--- config.mk ---
export PLATFORM = sky130hd
export DESIGN_NAME = mld_15_7_enc_controller
export DESIGN_NICKNAME = d
export VERILOG_FILES = /design/src/rtl/mld_15_7_pkg.sv /design/src/rtl/mld_15_7_cw_collector.sv /design/src/rtl/mld_15_7_enc_controller.sv
export SDC_FILE = /design/constraint.sdc
export NUM_CORES = 1
export LEC_CHECK = 0
export CORE_ASPECT_RATIO = 0.9
export CORE_MARGIN = 10
export CORE_UTILIZATION = 43
export CTS_BUF_LIST = sky130_fd_sc_hd__clkbuf_4 sky130_fd_sc_hd__clkbuf_8 sky130_fd_sc_hd__clkbuf_16
export DETAILED_ROUTE_END_ITERATION = 8
export PLACE_DENSITY = 0.75
export SLEW_MARGIN = 30
export SYNTH_ARGS = -nofsm -noshare
export SYNTH_HDL_FRONTEND = slang
export SYNTH_HIERARCHICAL = 1
export SYNTH_SLANG_ARGS = --single-unit
--- constraint.sdc ---
create_clock -name clk -period 1.3 [get_ports clk]
set_input_delay 0.26 -clock clk [delete_from_list [all_inputs] [get_ports clk]]
set_output_delay 0.26 -clock clk [all_outputs]
set_load 0.1 [all_outputs]
--- src/rtl/mld_15_7_pkg.sv ---
// Shared sizing constants and FSM state encoding for the (15,7) encoder controller.
package mld_15_7_pkg;

    localparam int unsigned N     = 15;
    localparam int unsigned K     = 7;
    localparam int unsigned CNT_W = $clog2(N);

    typedef logic [2:0] state_t;

    localparam state_t st_idle   = 3'd0;
    localparam state_t st_clear  = 3'd1;
    localparam state_t st_info   = 3'd2;
    localparam state_t st_parity = 3'd3;
    localparam state_t st_done   = 3'd4;

endpackage

--- src/rtl/mld_15_7_cw_collector.sv ---
// N-bit shift-in register gathering the serial codeword; first bit ends up at the MSB.
module mld_15_7_cw_collector #(
    parameter int unsigned N = 15
) (
    input  logic         clk,
    input  logic         reset,
    input  logic         clr,
    input  logic         en,
    input  logic         din,
    output logic [N-1:0] dout
);

    logic [N-1:0] sr;

    // Clear has priority over shifting; reset is synchronous active-low.
    always_ff @(posedge clk) begin
        if (!reset) begin
            sr <= '0;
        end else if (clr) begin
            sr <= '0;
        end else if (en) begin
            sr <= {sr[N-2:0], din};
        end
    end

    assign dout = sr;

endmodule

--- src/rtl/mld_15_7_enc_controller.sv ---
// Sequences one message through an external serial systematic encoder and
// streams the resulting codeword out, also collecting it in parallel.
module mld_15_7_enc_controller
    import mld_15_7_pkg::*;
#(
    parameter int unsigned N = mld_15_7_pkg::N,
    parameter int unsigned K = mld_15_7_pkg::K
) (
    input  logic         clk,
    input  logic         reset,
    input  logic         msg_valid,
    input  logic [K-1:0] msg_data,
    output logic         msg_ready,
    output logic         enc_rst,
    output logic         info_bit,
    output logic         sel,
    input  logic         enc_out,
    output logic         tx_bit,
    output logic         tx_valid,
    output logic         tx_sof,
    output logic         tx_eof,
    output logic [N-1:0] cw_data,
    output logic         cw_valid,
    output logic         busy
);

    localparam int unsigned CW = $clog2(N);

    state_t        state;
    logic [CW-1:0] cnt;
    logic [K-1:0]  sr;
    logic          in_ph;

    assign in_ph = (state == st_info) || (state == st_parity);

    // Main FSM. DONE spends two cycles: the first lets the last parity bit land
    // in the collector, the second presents cw_valid (cnt selects which).
    always_ff @(posedge clk) begin
        if (!reset) begin
            state <= st_idle;
            cnt   <= '0;
            sr    <= '0;
        end else begin
            case (state)
                st_idle: begin
                    if (msg_valid) begin
                        sr    <= msg_data;
                        state <= st_clear;
                    end
                end
                st_clear: begin
                    cnt   <= '0;
                    state <= st_info;
                end
                st_info: begin
                    sr  <= {sr[K-2:0], 1'b0};
                    cnt <= cnt + CW'(1);
                    if (cnt == CW'(K - 1)) begin
                        state <= st_parity;
                    end
                end
                st_parity: begin
                    if (cnt == CW'(N - 1)) begin
                        cnt   <= '0;
                        state <= st_done;
                    end else begin
                        cnt <= cnt + CW'(1);
                    end
                end
                st_done: begin
                    if (cnt == '0) begin
                        cnt <= CW'(1);
                    end else begin
                        cnt   <= '0;
                        state <= st_idle;
                    end
                end
                default: state <= st_idle;
            endcase
        end
    end

    // Registered channel stream: encoder output is delayed one cycle.
    always_ff @(posedge clk) begin
        if (!reset) begin
            tx_bit   <= 1'b0;
            tx_valid <= 1'b0;
            tx_sof   <= 1'b0;
            tx_eof   <= 1'b0;
        end else begin
            tx_bit   <= in_ph & enc_out;
            tx_valid <= in_ph;
            tx_sof   <= (state == st_info) && (cnt == '0);
            tx_eof   <= (state == st_parity) && (cnt == CW'(N - 1));
        end
    end

    mld_15_7_cw_collector #(
        .N (N)
    ) u_collector (
        .clk   (clk),
        .reset (reset),
        .clr   (state == st_clear),
        .en    (in_ph),
        .din   (enc_out),
        .dout  (cw_data)
    );

    // Decoded outputs; gated by reset so they take reset values immediately.
    always_comb begin
        msg_ready = reset && (state == st_idle);
        enc_rst   = !reset || (state == st_clear);
        sel       = reset && (state == st_parity);
        info_bit  = reset && (state == st_info) && sr[K-1];
        busy      = reset && (state != st_idle);
        cw_valid  = reset && (state == st_done) && (cnt != '0);
    end

endmodule

==> metrics.cfg, run 1 <==
[run_status]
status = finished, violations left
violations = setup timing

[detailed_routing]
drt_first_pass_iters = 4
ant_nets = 0
drc = 0
drt_first_iter_violations = 46
detail_route.wl_per_cell_um = 19.4
vias = 1358
routed_via_density = 5.30
routed_wl_um = 4980

[floorplan]
die_area_mm2 = 0.00609
io_pins = 36
die_h_um = 75.1
coreArea_mm2 = 0.00314
start_util = 0.462
die_w_um = 81.2
placementRows = 19

[pwr]
vdd_drop_max_mv = 2.08
leakagePower_nw = 1.05
powerDensity_mw_per_mm2 = 1900

[cts]
hold_buffers = 0
numClockSinks = 33
clockBufferDepth = 2
cts.clk_slew.worst_paths_ps = 70
htree_levels = 2
clockRootBuffer = clkbuf_8
cts_buffers = 5
worstSkewPairLatency_ps = 300
cts_tree = done

[timing]
layout_worst_path_cycle_share = 1.31
period_minus_slack_ps = 1700
drv_slew = 0
setup_viol = 18
setup_slack_ps = -397
clock_skew_ps = 11.0
worst_pin_slew_ps = 328
clock.fmax_ghz = 0.589
hold_viol = 0
whs_ps = 470
rsz0062_at_grt = yes
relSlewSlack = 0.780

[setup_path]
critPathKind = reg -> out
required_ps = 1040
worstSetupStartpointType = register
crit_path_end_kind = output port
cp.arrival_ps = 1440
path_max_fanout = 3

[placement]
dp_cells = 235
io_buffers = 35
place.gp.congestion = 0.784
place_ws_ps = -368
hpwl_um = 2840

[yosys]
async_flop_share = 0
netlist_area_mm2 = 0.00145
netlist_instances = 148
syn_avg_cell_area_um2 = 9.79
ys.flop_type = dfxtp_1
synth_edf_count = 0
ys_ff_latch = 33
ys_types = 32
seq_area_frac_synth = 0.456
synth_warnings = 6
syn_nets = 162

[grt]
grt_max_degree = 17
overflow = 0
grt_usage = 0.145
grt_pass1_vias = 1409
antenna_found_initial = 0
grt_pass1_wl_um = 6870

[cells_and_area]
final_core_util = 0.844
nets = 227
stdcell_count = 256
drive_gt1_frac = 0.519
nFillCells = 168
area_delta_synth_final_pct = 82.7
antenna_cells_inserted = 0

[job]
maxCapViolCount = 0

[min_path]
worstHoldPathType = reg -> reg

==> power breakdown <==
group | switching (mW) | internal, mW
clock network | 0.390 | 0.391
registers | 0.116 | 1.15
logic | 1.59 | 1.39
==> placed cells by master, fill, tap and decap left out, types with 2 or more instances in the layout <==
master,count
a22oi_1,2
ha_1,2
clkinv_2,2
and3_4,2
inv_2,2
nor2_4,3
xor2_1,3
dfxtp_4,2
dfxtp_1,29
clkdlybuf4s50_1,9
nor2_1,17
buf_4,19
dfxtp_2,2
nand2_1,10
buf_6,12
mux2i_2,3
mux2i_1,13
a22oi_2,6
clkbuf_8,5
a21oi_1,7
nand2b_1,3
and2_4,4
inv_1,2
nor3_4,2
a21oi_2,2
buf_12,26
o21ai_4,2
nand2_4,2
==> sequential cells by signal (all words and copies together), names as in the netlist <==
signal and count:
u_collector/dout 15, sr 7, cnt 4, state 3
tx_bit 1, tx_eof 1, tx_sof 1, tx_valid 1
==> layer usage <==
layer	track usage	vias to the layer above	wire (um)
li1	-	637	-
met5	0	-	0
met2	0.263	46	2630
met1	0.149	662	1840
met4	0.0576	0	144
met3	0.0536	13	366
==> cell families after synthesis <==
kind of cell / after synthesis / synth area share
mux: 18 / 0.125
xor+xnor: 4 / 0.0242
compound gates: 23 / 0.111
buf+inv: 15 / 0.0777
simple gates: 52 / 0.180
flops: 33 / 0.456
fa+ha+maj: 3 / 0.0259
==> cells in the mapped netlist (3+ instances only) <==
| library cell | count | area, um^2 |
|---|---|---|
| a21oi_1 | 9 | 45.0 |
| a22oi_1 | 8 | 60.1 |
| buf_6 | 5 | 56.3 |
| dfxtp_1 | 33 | 661 |
| ha_1 | 3 | 37.5 |
| inv_1 | 5 | 18.8 |
| mux2i_1 | 17 | 170 |
| nand2_1 | 12 | 45.0 |
| nand2b_1 | 4 | 25.0 |
| nor2_1 | 21 | 78.8 |
| xor2_1 | 3 | 26.3 |
==> per-stage QoR <==
step | TNS [ps] | instance area, um^2 | total power, mW
4_1_cts | -2230 | 2460 | 4.54
3_3_place_gp | -4030 | 2240 | 3.37
3_5_place_dp | -5810 | 2240 | 3.44
5_1_grt | -4350 | 2650 | 5.24
6_report | -3200 | 2650 | 5.04
2_1_floorplan | -974 | 1540 | 2.87
==> final cells by class <==
cell class / instances / area (um^2) / area share
clock buffers: 6 / 76.3 / 0.0288
clock inverters: 2 / 10.0 / 0.00378
inverters: 5 / 22.5 / 0.00851
multi-input cells: 100 / 893 / 0.337
flip-flops and latches: 33 / 671 / 0.253
well taps: 42 / 52.6 / 0.0198
repair buffers: 68 / 922 / 0.348
==> worst max-delay path, cell delays in order, from the launching register on <==
cell	delay, ps
dfxtp_2	340
inv_2	60
ha_4	140
nor3b_4	150
nor4_4	220
buf_12	220
==> worst paths after layout <==
| path | to | cells past startpoint | slack (ps) | startpoint |
|---|---|---|---|---|
| worst max-delay path | cw_valid | 5 | -400 | cnt[0]$_SDFFE_PN0P_ |
| worst min-delay path | sr[1]$_SDFFE_PN0P_ | 2 | 470 | sr[0]$_SDFFE_PN0P_ |
| worst max register to register | state[0]$_SDFFE_PN0P_ | 7 | -270 | cnt[0]$_SDFFE_PN0P_ |
| worst min register to register | sr[1]$_SDFFE_PN0P_ | 2 | 470 | sr[0]$_SDFFE_PN0P_ |
==> what timing repair did <==
| item | in CTS | in global routing |
|---|---|---|
| endpoints found under the setup margin | 22 | 32 |
| gates cloned | 0 | 1 |
| endpoints found under the hold margin | 0 | 0 |
| gates resized for setup | 23 | 27 |
| pin swaps | 6 | 13 |
| buffers inserted | 8 | 6 |
(Power assumes the default switching activity.)
==> run 2, diff against run 1 <==
CORE_UTILIZATION = 50   (was 43)
PLACE_DENSITY = 0.82   (was 0.75)
clock period = 1.98 ns   (was 1.3 ns; I/O delays follow)
==> run 2 against run 1 <==
  * The flow now finishes without violations
  * Core utilization shrank 14 points
  * First-iteration DRC count grew 33%
  * Via count shrank 13%
  * Sequential cell count is the same
  * Design area shrank 26%
  * Hold slack lost 7.6 ps
  * Global-route usage shrank 1.9 points
==> metrics.cfg, run 2 (synthesized netlist as in run 1, its figures left out) <==
[cts]
cts_buffers = 5
cts.clk_slew.worst_paths_ps = 100
hold_buffers = 0
htree_levels = 2
worstSkewPairLatency_ps = 340
clockRootBuffer = clkbuf_4
cts_tree = done
clockBufferDepth = 2
numClockSinks = 33

[cells_and_area]
final_area_mm2 = 0.00195
multi_input_area_um2 = 718
nets = 204
area_delta_synth_final_pct = 34.8
stdcell_count = 231
final_core_util = 0.705
seq_area_um2 = 671
largest_reg_flops = 15
drive_gt1_frac = 0.319
layout_common_cells = dfxtp_1 (29), buf_4 (29), nor2_1 (20)
nFillCells = 221
antenna_cells_inserted = 0

[run_status]
status = complete, no violations

[pwr]
p_comb_frac = 0.503
cellInternalPower_mw = 1.36
seq_power_share = 0.348
netSwitchingPower_mw = 1.07
power_frac_clock = 0.149
powerDensity_mw_per_mm2 = 1240
switching_share = 0.440
leakagePower_nw = 0.819
power.total_mw = 2.42
vdd_drop_max_mv = 0.792

[timing]
worst_pin_slew_ps = 512
layout_worst_path_cycle_share = 0.987
rsz0062_at_grt = yes
fin_setup_tns_ps = 0
clock_skew_ps = 7.05
drv_slew = 0
relSlewSlack = 0.656
period_minus_slack_ps = 1950
clock.fmax_ghz = 0.512
setup_viol = 0
whs_ps = 463
setup_slack_ps = 26.4
hold_viol = 0

[floorplan]
die_h_um = 71.1
die_area_mm2 = 0.00545
placementRows = 18
start_util = 0.523
coreArea_mm2 = 0.00277
io_pins = 36
die_w_um = 76.7

[detailed_routing]
ant_nets = 0
drc = 0
drt_first_iter_violations = 61
detail_route.wl_per_cell_um = 14.4
drt_first_pass_iters = 4
routed_wl_um = 3330
routed_via_density = 5.10
vias = 1179

[setup_path]
path_max_fanout = 3
worstSetupStartpointType = register
path_buf_inv = 2
reg2reg_setup_slack_ps = 420
cp.arrival_ps = 1560
slowest_stage = dfxtp_2
cp_top_family = simple AND/OR/NAND/NOR gates
slowest_delay_ps = 370
required_ps = 1580
worstReg2RegEnd = state[0]$_SDFFE_PN0P_
crit_path_end_kind = output port
critPathKind = reg -> out
r2r_start = state[2]$_SDFFE_PN0P_
worstRegToRegCells = 6
crit_path_cell_trace = inv_4, ha_4, nor3b_4, nor4_4, buf_12
path_depth = 5

[grt]
grt_usage = 0.126
antenna_found_initial = 0
grt_max_degree = 21
grt_pass1_wl_um = 5680
overflow = 0
grt_pass1_vias = 1219

[placement]
place_ws_ps = 77.5
placed_area_mm2 = 0.00185
hpwl_um = 2480
dp_cells = 221
io_buffers = 35
place.gp.congestion = 0.847

[min_path]
hold_depth = 2
hold_end = sr[2]$_SDFFE_PN0P_
hp-start = sr[1]$_SDFFE_PN0P_
worstHoldPathType = reg -> reg

[job]
maxCapViolCount = 0

## run 2: final cells by class
type,instances,area share
sequential,33,0.343
multi-input combinational,100,0.368
clock buffer,5,0.0192
clock inverter,3,0.00897
timing repair buffer,45,0.224
tap,40,0.0256
inverter,5,0.0109
## run 2: how the worst max path moves through the flow
stage / from / to / slack (ps)
2_1_floorplan: cnt[0]$_SDFFE_PN0P_ / cw_valid / -240
3_3_place_gp: reset / cw_valid / 90
3_5_place_dp: reset / cw_valid / 80
4_1_cts: cnt[0]$_SDFFE_PN0P_ / cw_valid / -30
5_1_grt: cnt[0]$_SDFFE_PN0P_ / cw_valid / -30
6_report: cnt[0]$_SDFFE_PN0P_ / cw_valid / 30
## run 2: what timing repair did
item,4_1_cts,5_1_grt
pin swaps,1,2
resized for setup,7,6
setup buffers,2,1
endpoints found under the setup margin,3,2
## run 2: worst register-to-register path: cells and delay by family (launching register included)
kind                   cells  cell delay (ps)
muxes                      1              320
AOI/OAI and AO/OA          1              140
and+or+nand+nor            2              220
DFF                        1              330
buffers and inverters      2              490
## run 2: per-layer routing
metal | wire [um] | share of wire | GRT usage | up-vias
met4 | 54 | 0.016 | 0.0495 | 0
met3 | 251 | 0.075 | 0.0669 | 7
met5 | 0 | 0 | 0 | -
li1 | - | - | - | 584
met2 | 1690 | 0.51 | 0.210 | 37
met1 | 1330 | 0.40 | 0.131 | 551
## run 2: power by group through the flow
stage                     combinational (mW)  clock (mW)  sequential, mW
after floorplan                        0.822           0           0.965
after global placement                  1.12           0           0.843
after detailed placement                1.15           0           0.848
after CTS                               1.18       0.374           0.833
after global routing                    1.30       0.405           0.854
final                                   1.22       0.361           0.842
